## config.mk

```make
export PLATFORM = sky130hd
export DESIGN_NAME = joker_cmd_dispatch
export DESIGN_NICKNAME = d
export VERILOG_FILES = /design/src/rtl/joker_cmd_dispatch.sv
export SDC_FILE = /design/constraint.sdc
export NUM_CORES = 1
export LEC_CHECK = 0
export CAP_MARGIN = 10
export CORE_MARGIN = 2
export CORE_UTILIZATION = 35
export CTS_CLUSTER_DIAMETER = 60
export DETAILED_ROUTE_END_ITERATION = 10
export PLACE_DENSITY = 0.59
export SYNTH_ARGS = -nofsm -noshare
export SYNTH_HDL_FRONTEND = slang
export SYNTH_SLANG_ARGS = --single-unit
export TNS_END_PERCENT = 1
```

## constraint.sdc

```tcl
create_clock -name clk -period 3.8 [get_ports clk]
set_clock_uncertainty 0.1 [all_clocks]
set_input_delay 1.14 -clock clk [delete_from_list [all_inputs] [get_ports clk]]
set_output_delay 1.14 -clock clk [all_outputs]
set_load 0.02 [all_outputs]
```

## src/rtl/joker_cmd_dispatch.sv

```systemverilog
// Joker TV command front end: fetches the command byte from each EP2 OUT
// packet, hands it to the sub-blocks, then commits the EP1 IN reply and re-arms.
module joker_cmd_dispatch #(
    parameter logic [23:0] TIMEOUT = 24'd5_000_000,
    parameter int          RD_LAT  = 3
) (
    input  logic        clk,
    input  logic        reset,
    input  logic        buf_out_hasdata,
    input  logic [9:0]  buf_out_len,
    input  logic [7:0]  buf_out_q,
    output logic [10:0] buf_out_addr,
    output logic        own_buf,
    output logic        buf_out_arm,
    input  logic        buf_out_arm_ack,
    output logic [7:0]  j_cmd,
    input  logic        ack_i,
    input  logic [10:0] sub_commit_len,
    input  logic        usb_in_ready,
    output logic        usb_in_commit,
    output logic [10:0] usb_in_commit_len,
    input  logic        usb_in_commit_ack,
    output logic        timeout_o,
    output logic [7:0]  err_cnt
);

    typedef enum logic [2:0] {
        S_IDLE,
        S_FETCH,
        S_DISPATCH,
        S_RELEASE,
        S_COMMIT,
        S_ARM
    } state_t;

    localparam logic [23:0] RD_LAT_T = 24'(RD_LAT);
    localparam logic [23:0] TO_LAST  = TIMEOUT - 24'd1;

    state_t      state_q;
    logic        seen_empty_q;
    logic [23:0] timer_q;
    logic [10:0] addr_q;
    logic        own_q;
    logic        arm_q;
    logic [7:0]  cmd_q;
    logic        commit_q;
    logic [10:0] commit_len_q;
    logic        timeout_q;
    logic [7:0]  err_q;
    logic [7:0]  err_d;

    // Saturating successor of the error counter.
    always_comb begin
        err_d = (err_q == 8'hFF) ? 8'hFF : err_q + 8'd1;
    end

    // Command sequencer; every output is a register written here.
    always_ff @(posedge clk or posedge reset) begin
        if (reset) begin
            state_q      <= S_IDLE;
            seen_empty_q <= 1'b1;
            timer_q      <= '0;
            addr_q       <= '0;
            own_q        <= 1'b0;
            arm_q        <= 1'b0;
            cmd_q        <= 8'h00;
            commit_q     <= 1'b0;
            commit_len_q <= '0;
            timeout_q    <= 1'b0;
            err_q        <= 8'h00;
        end else begin
            timeout_q <= 1'b0;
            // A packet is only taken once the buffer has been seen empty,
            // so a buffer left full after re-arm is not dispatched twice.
            if (!buf_out_hasdata) begin
                seen_empty_q <= 1'b1;
            end
            unique case (state_q)
                S_IDLE: begin
                    if (buf_out_hasdata && seen_empty_q) begin
                        seen_empty_q <= 1'b0;
                        if (buf_out_len == 10'd0) begin
                            err_q   <= err_d;
                            arm_q   <= 1'b1;
                            state_q <= S_ARM;
                        end else begin
                            own_q   <= 1'b1;
                            addr_q  <= '0;
                            timer_q <= '0;
                            state_q <= S_FETCH;
                        end
                    end
                end
                S_FETCH: begin
                    if (timer_q == RD_LAT_T) begin
                        own_q   <= 1'b0;
                        timer_q <= '0;
                        if (buf_out_q == 8'h00) begin
                            err_q   <= err_d;
                            arm_q   <= 1'b1;
                            state_q <= S_ARM;
                        end else begin
                            cmd_q   <= buf_out_q;
                            state_q <= S_DISPATCH;
                        end
                    end else begin
                        timer_q <= timer_q + 24'd1;
                    end
                end
                S_DISPATCH: begin
                    // Ack is checked first so it wins over a same-cycle timeout.
                    if (ack_i) begin
                        commit_len_q <= sub_commit_len;
                        cmd_q        <= 8'h00;
                        state_q      <= S_RELEASE;
                    end else if (timer_q == TO_LAST) begin
                        commit_len_q <= '0;
                        cmd_q        <= 8'h00;
                        timeout_q    <= 1'b1;
                        err_q        <= err_d;
                        state_q      <= S_RELEASE;
                    end else begin
                        timer_q <= timer_q + 24'd1;
                    end
                end
                S_RELEASE: begin
                    if (!ack_i) begin
                        if (commit_len_q != 11'd0) begin
                            commit_q <= usb_in_ready;
                            state_q  <= S_COMMIT;
                        end else begin
                            arm_q   <= 1'b1;
                            state_q <= S_ARM;
                        end
                    end
                end
                S_COMMIT: begin
                    if (!commit_q) begin
                        commit_q <= usb_in_ready;
                    end else if (usb_in_commit_ack) begin
                        commit_q <= 1'b0;
                        arm_q    <= 1'b1;
                        state_q  <= S_ARM;
                    end
                end
                S_ARM: begin
                    if (buf_out_arm_ack) begin
                        arm_q   <= 1'b0;
                        state_q <= S_IDLE;
                    end
                end
                default: begin
                    state_q <= S_IDLE;
                end
            endcase
        end
    end

    assign buf_out_addr      = addr_q;
    assign own_buf           = own_q;
    assign buf_out_arm       = arm_q;
    assign j_cmd             = cmd_q;
    assign usb_in_commit     = commit_q;
    assign usb_in_commit_len = commit_len_q;
    assign timeout_o         = timeout_q;
    assign err_cnt           = err_q;

endmodule
```

==> results of run 1 <==
[cell usage after synthesis, drive strengths merged (2+ instances only)]
| library cell | instances |
|---|---|
| nand2b | 6 |
| a22o | 19 |
| nand2 | 28 |
| nand4 | 12 |
| or3 | 3 |
| a31oi | 3 |
| a21oi | 10 |
| a2111oi | 2 |
| clkbuf | 11 |
| or2 | 4 |
| dfrtp | 58 |
| nor4 | 13 |
| and3 | 9 |
| a211oi | 3 |
| and4 | 2 |
| nor3 | 17 |
| nand3b | 3 |
| or4 | 2 |
| xnor2 | 18 |
| o21ai | 11 |
| nor3b | 2 |
| inv | 10 |
| ha | 2 |
| nand3 | 14 |
| nor2 | 34 |
| mux2 | 7 |
| buf | 15 |
[worst max path at each step]
stage | start | end | slack [ns] | cells past startpoint
final | buf_out_len[1] | err_cnt[6]$_DFFE_PP0P_ | 0.50 | 7
after floorplan | buf_out_len[5] | err_cnt[3]$_DFFE_PP0P_ | 0.84 | 7
after detailed placement | buf_out_len[1] | err_cnt[6]$_DFFE_PP0P_ | 0.12 | 7
after CTS | buf_out_len[1] | err_cnt[6]$_DFFE_PP0P_ | 0.48 | 7
after global routing | buf_out_q[4] | err_cnt[5]$_DFFE_PP0P_ | 0.33 | 7
after global placement | buf_out_len[1] | err_cnt[6]$_DFFE_PP0P_ | 0.14 | 7
[worst register-to-register path, stage by stage, from the launching register on]
cell       delay (ns)
dfrtp_1          0.39
ha_1             0.24
nand4_2          0.17
nor4_4           0.32
nand2_2          0.16
a2111oi_4        0.59
nand4_1          0.19
mux2_1           0.34
[cell type report]
cell class / instances / area, um^2
clock buffer: 12 / 155
clock inverter: 4 / 72.6
fill: 879 / 4880
inverter: 10 / 37.5
multi-input combinational: 245 / 1580
sequential: 59 / 1480
tap: 111 / 139
timing repair buffer: 72 / 718
[routing by layer]
layer	vias up	share of wire (%)	GRT usage (%)
met1	1308	48	21.7
met3	6	3.2	3.41
met5	-	0	0
met4	0	1.0	5.90
met2	47	48	26.1
li1	1297	-	-
[sequential cells by signal, summed over array words and instances, names as in the netlist]
name / flops
buf_out_arm: 1
err_cnt: 8
j_cmd: 8
own_buf: 1
seen_empty_q: 1
state_q: 3
timeout_o: 1
timer_q: 24
usb_in_commit: 1
usb_in_commit_len: 11
[power breakdown]
part / leakage (nW) / total [mW] / internal [mW] / switching [mW]
logic: 0.845 / 1.32 / 0.607 / 0.714
clock network: 0.113 / 0.667 / 0.404 / 0.263
registers: 0.766 / 0.995 / 0.799 / 0.196
total: 1.72 / 2.98 / 1.81 / 1.17
[logic make-up (layout without fill, tap and decap cells)]
logic type,count (synthesis),count (layout)
mux,8,8
other cells,1,11
compound gates,54,54
fa+ha+maj,2,2
simple gates,152,152
buf+inv,36,98
flops,59,59
xor+xnor,18,18
==> flow_summary.ini, run 1 <==
[clock_tree]
cts.hold.buffers_added = 0
cts_resized = 0
clk_transition_reported_paths_ns = 0.07
cts_buffers = 9
insertion_delay_ns = 0.34
htree_num_levels = 3
cts_tree = done
root_buffer = clkbuf_8
cts_setup_buffers = 0
clkSinkCount = 59
cts_buffer_depth = 2

[min_path]
min_from = buf_out_arm$_DFFE_PP0P_
hold_path_depth = 1
holdCritPathClass = flop to flop
hold_end = buf_out_arm$_DFFE_PP0P_

[sta]
period_share_pct = 86.9
max_freq_mhz = 303
finalSetupTns_ns = 0
rsz0062_at_grt = false
tightestPinTransition_ns = 0.708
drv_slew = 0
period_needed_ns = 3.30
whs_ns = 0.397
finalWorstSetupSlack_ns = 0.498
relSlewSlack_pct = 52.2
setup_viol_count_final = 0
hold_viol = 0

[critical_path]
timing.rr.start = timer_q[0]$_DFFE_PP0P_
regToRegSetupSlack_ns = 1.19
crit_path_max_fanout = 8
crit_type = input pin to flop
critPathLaunchType = input pin
r2r-end = err_cnt[6]$_DFFE_PP0P_
crit_buf_inv = 1
arrival_ns = 3.44
rr_worst_depth = 7
cp_data_required_time_ns = 3.93
cp_top_family = compound AO/OA/AOI/OAI gates
critical_path.slowest_cell = a2111oi_4
path_cells = clkdlybuf4s50_1, nor4_2, nand3_1, o211a_4, a2111oi_4, nand4_1, mux2_1
slowest_delay_ns = 0.54
endpoint_kind = flop

[cells_and_area]
mostFrequentLayoutCell = clkdlybuf4s50_1
nNetsFinal = 435
final_core_util_pct = 46.1
final_cells = 513
drive_gt1_share_pct = 10.4
antennaDiodeCount = 0
mostFrequentLayoutCells = clkdlybuf4s50_1 (66), dfrtp_1 (58), nor2_1 (33)
design_area_um2 = 4180
layout-area-overhead-vs-synth_pct = 29.8

[synthesis]
synthAdderAreaFrac_pct = 0.777
synth_compound_area_share_pct = 13.7
synthSimpleGateAreaFrac_pct = 25.6
yosysWarnings = 0
synth_xor_area_share_pct = 4.89
synth_top_family_by_area = simple AND/OR/NAND/NOR gates
synth_mux_area_share_pct = 2.76
yosysTopAreaCellShare_pct = 45.0
synth_area_um2 = 3220
synthTopCellsByArea = dfrtp_1 (45%), a22o_1 (5.2%), xnor2_1 (4.9%), nor2_1 (3.8%), nand2_1 (3.1%)
ys.flop_type = dfrtp_1
synth_seq_area_share_pct = 45.9
synth.avg_cell_area_um2 = 9.76
ys_types = 55
synth_seq_cells = 59
synthArstFlopShare_pct = 100
synth_area_leader_cell = dfrtp_1
syn_inst = 330
synth_edf_count = 0

[floorplan]
pin_count = 78
num_rows = 35
fp.dieH_um = 99.9
die_w_um = 99.9
fp.dieArea_um2 = 9990
core-area_um2 = 9060
start_util_pct = 35.5

[detailed_routing]
totalWireLength_mm = 7.71
drtAntennaViolNets = 0
dr.first_iter.drc_count = 118
viasPerCell = 5.18
first_pass_iters = 5
drcViolationCount = 0
wl_per_cell_um = 15.0
num_vias = 2658

[global_route]
grt_start_max_net_pins = 40
grt-ovfl-total = 0
antenna_found_initial = 0
grt_pass1_wl_mm = 12.7
track_usage_pct = 16.2
grt_pass1_vias = 2606

[place]
finalWeightedCongestion = 0.787
dp.cells = 497
placed_cell_area_um2 = 3950
port-buffer-count = 66
hpwl_mm = 5.55
pre_cts_slack_ns = 0.116

[power]
ir_drop_mv = 0.244
p_leak_nw = 1.72
power.total_mw = 2.98
p_per_area_nw_per_um2 = 714

[outcome]
outcome = completed

[run]
maxCapViolations = 0
No activity file was read; power rests on OpenSTA's default activity.
==> inputs of run 2 (changes only) <==
- CORE_ASPECT_RATIO: unset -> 1.1
- clock period: 3.8 -> 3.9 ns (I/O delays scaled with it)
==> flow_summary.ini, run 2 (same netlist as run 1, synthesis figures left out) <==
[power]
power.total_mw = 2.84
ir_drop_mv = 0.203
p_leak_nw = 1.72
p_per_area_nw_per_um2 = 682

[cells_and_area]
mostFrequentLayoutCell = clkdlybuf4s50_1
nNetsFinal = 436
drive_gt1_share_pct = 10.9
mostFrequentLayoutCells = clkdlybuf4s50_1 (66), dfrtp_1 (58), nor2_1 (33)
antennaDiodeCount = 0
final_core_util_pct = 46.7
largest_reg_flops = 24
largest_register = timer_q
layout-area-overhead-vs-synth_pct = 29.3
design_area_um2 = 4170
fillers = 846

[run]
maxCapViolations = 0

[floorplan]
num_rows = 36
die_w_um = 95.5
fp.dieH_um = 105
pin_count = 78
start_util_pct = 36.1
core-area_um2 = 8920
fp.dieArea_um2 = 9990

[detailed_routing]
first_pass_iters = 5
viasPerCell = 5.13
dr.first_iter.drc_count = 72
num_vias = 2653
totalWireLength_mm = 7.56
drtAntennaViolNets = 0
drcViolationCount = 0
wl_per_cell_um = 14.6

[global_route]
antenna_found_initial = 0
grt_pass1_wl_mm = 12.7
track_usage_pct = 16.2
grt_use_met2_pct = 25.7
gr-max-usage-layer = met2
grt_pass1_vias = 2618
grt_start_max_net_pins = 25
gr-usage-met1_pct = 21.3
met3_usage_pct = 3.60
grt-ovfl-total = 0

[critical_path]
crit_type = input pin to flop
critical_path.slowest_cell = a2111oi_4
slowest_delay_ns = 0.50
arrival_ns = 3.42
crit_buf_inv = 1
critPathLaunchType = input pin
path_cells = clkdlybuf4s50_1, nor4_1, nand3_1, o211a_4, a2111oi_4, nand4_1, mux2_1
crit_path_max_fanout = 6
cp_top_family = simple AND/OR/NAND/NOR gates
cp_data_required_time_ns = 4.03
rr_worst_depth = 7
endpoint_kind = flop
crit_cells = 7

[sta]
period_needed_ns = 3.29
finalSetupTns_ns = 0
rsz0062_at_grt = false
drv_slew = 0
period_share_pct = 84.4
hold_viol = 0
max_freq_mhz = 304
setup_viol_count_final = 0
tightestPinTransition_ns = 0.641
relSlewSlack_pct = 56.7
whs_ns = 0.391

[clock_tree]
htree_num_levels = 3
cts_buffer_depth = 2
clkSinkCount = 59
cts_setup_buffers = 0
cts.hold.buffers_added = 0
cts_buffers = 9
root_buffer = clkbuf_8
cts_tree = done
cts_resized = 0
insertion_delay_ns = 0.34
clk_transition_reported_paths_ns = 0.07

[min_path]
hold_path_depth = 2
holdCritPathClass = flop to flop

[place]
port-buffer-count = 66
placed_cell_area_um2 = 3950
hpwl_mm = 5.56
finalWeightedCongestion = 0.813

[outcome]
outcome = completed
==> run 2: changes by cell type in the layout (fill, tap and decap cells not counted) <==
cell       change
bufinv_16      -1
buf_4          +2
clkinv_2       +1
clkbuf_1       -1
clkbuf_8       +1
buf_12         -1
==> run 2: per-layer routing <==
layer | routed length (um) | share of wire [%]
met4 | 107 | 1.4
met2 | 3730 | 49
met1 | 3360 | 44
met3 | 363 | 4.8
met5 | 0 | 0
==> run 2: report_power, final <==
| part | switching [mW] | leakage, nW | internal (mW) |
|---|---|---|---|
| clock network | 0.241 | 0.108 | 0.345 |
| logic | 0.695 | 0.846 | 0.591 |
| registers | 0.190 | 0.766 | 0.779 |
| total | 1.13 | 1.72 | 1.72 |
==> run 2: worst paths after layout <==
kind | start | endpoint | slack (ns)
setup / recovery | buf_out_q[0] | err_cnt[4]$_DFFE_PP0P_ | 0.61
hold / removal | seen_empty_q$_DFF_PP1_ | seen_empty_q$_DFF_PP1_ | 0.39
setup reg to reg | timer_q[0]$_DFFE_PP0P_ | err_cnt[4]$_DFFE_PP0P_ | 1.33
hold reg to reg | seen_empty_q$_DFF_PP1_ | seen_empty_q$_DFF_PP1_ | 0.39
max in group asynchronous | reset | seen_empty_q$_DFF_PP1_ | 2.03
min in group asynchronous | reset | timer_q[18]$_DFFE_PP0P_ | 1.01
==> run 2: through the flow <==
stage	std cells	setup WS (ns)
after floorplan	340	0.911
after global placement	501	0.313
after detailed placement	501	0.267
after CTS	517	0.619
after global routing	517	0.507
final	517	0.607
==> run 2: worst reg2reg max path, stage by stage, from the launching register on <==
cell and delay [ns]:
dfrtp_1 0.39, ha_1 0.26, nand4_2 0.18, nor4_4 0.32
nand2_2 0.15, a2111oi_4 0.55, nand4_1 0.18, mux2_1 0.33
==> run 2: cell type report <==
class | count | area, um^2 | share of cell area, %
tap | 114 | 143 | 3.42
timing repair buffer | 73 | 713 | 17.1
sequential | 59 | 1480 | 35.5
clock inverter | 4 | 47.5 | 1.14
multi-input combinational | 245 | 1580 | 38.0
inverter | 10 | 37.5 | 0.901
clock buffer | 12 | 165 | 3.97
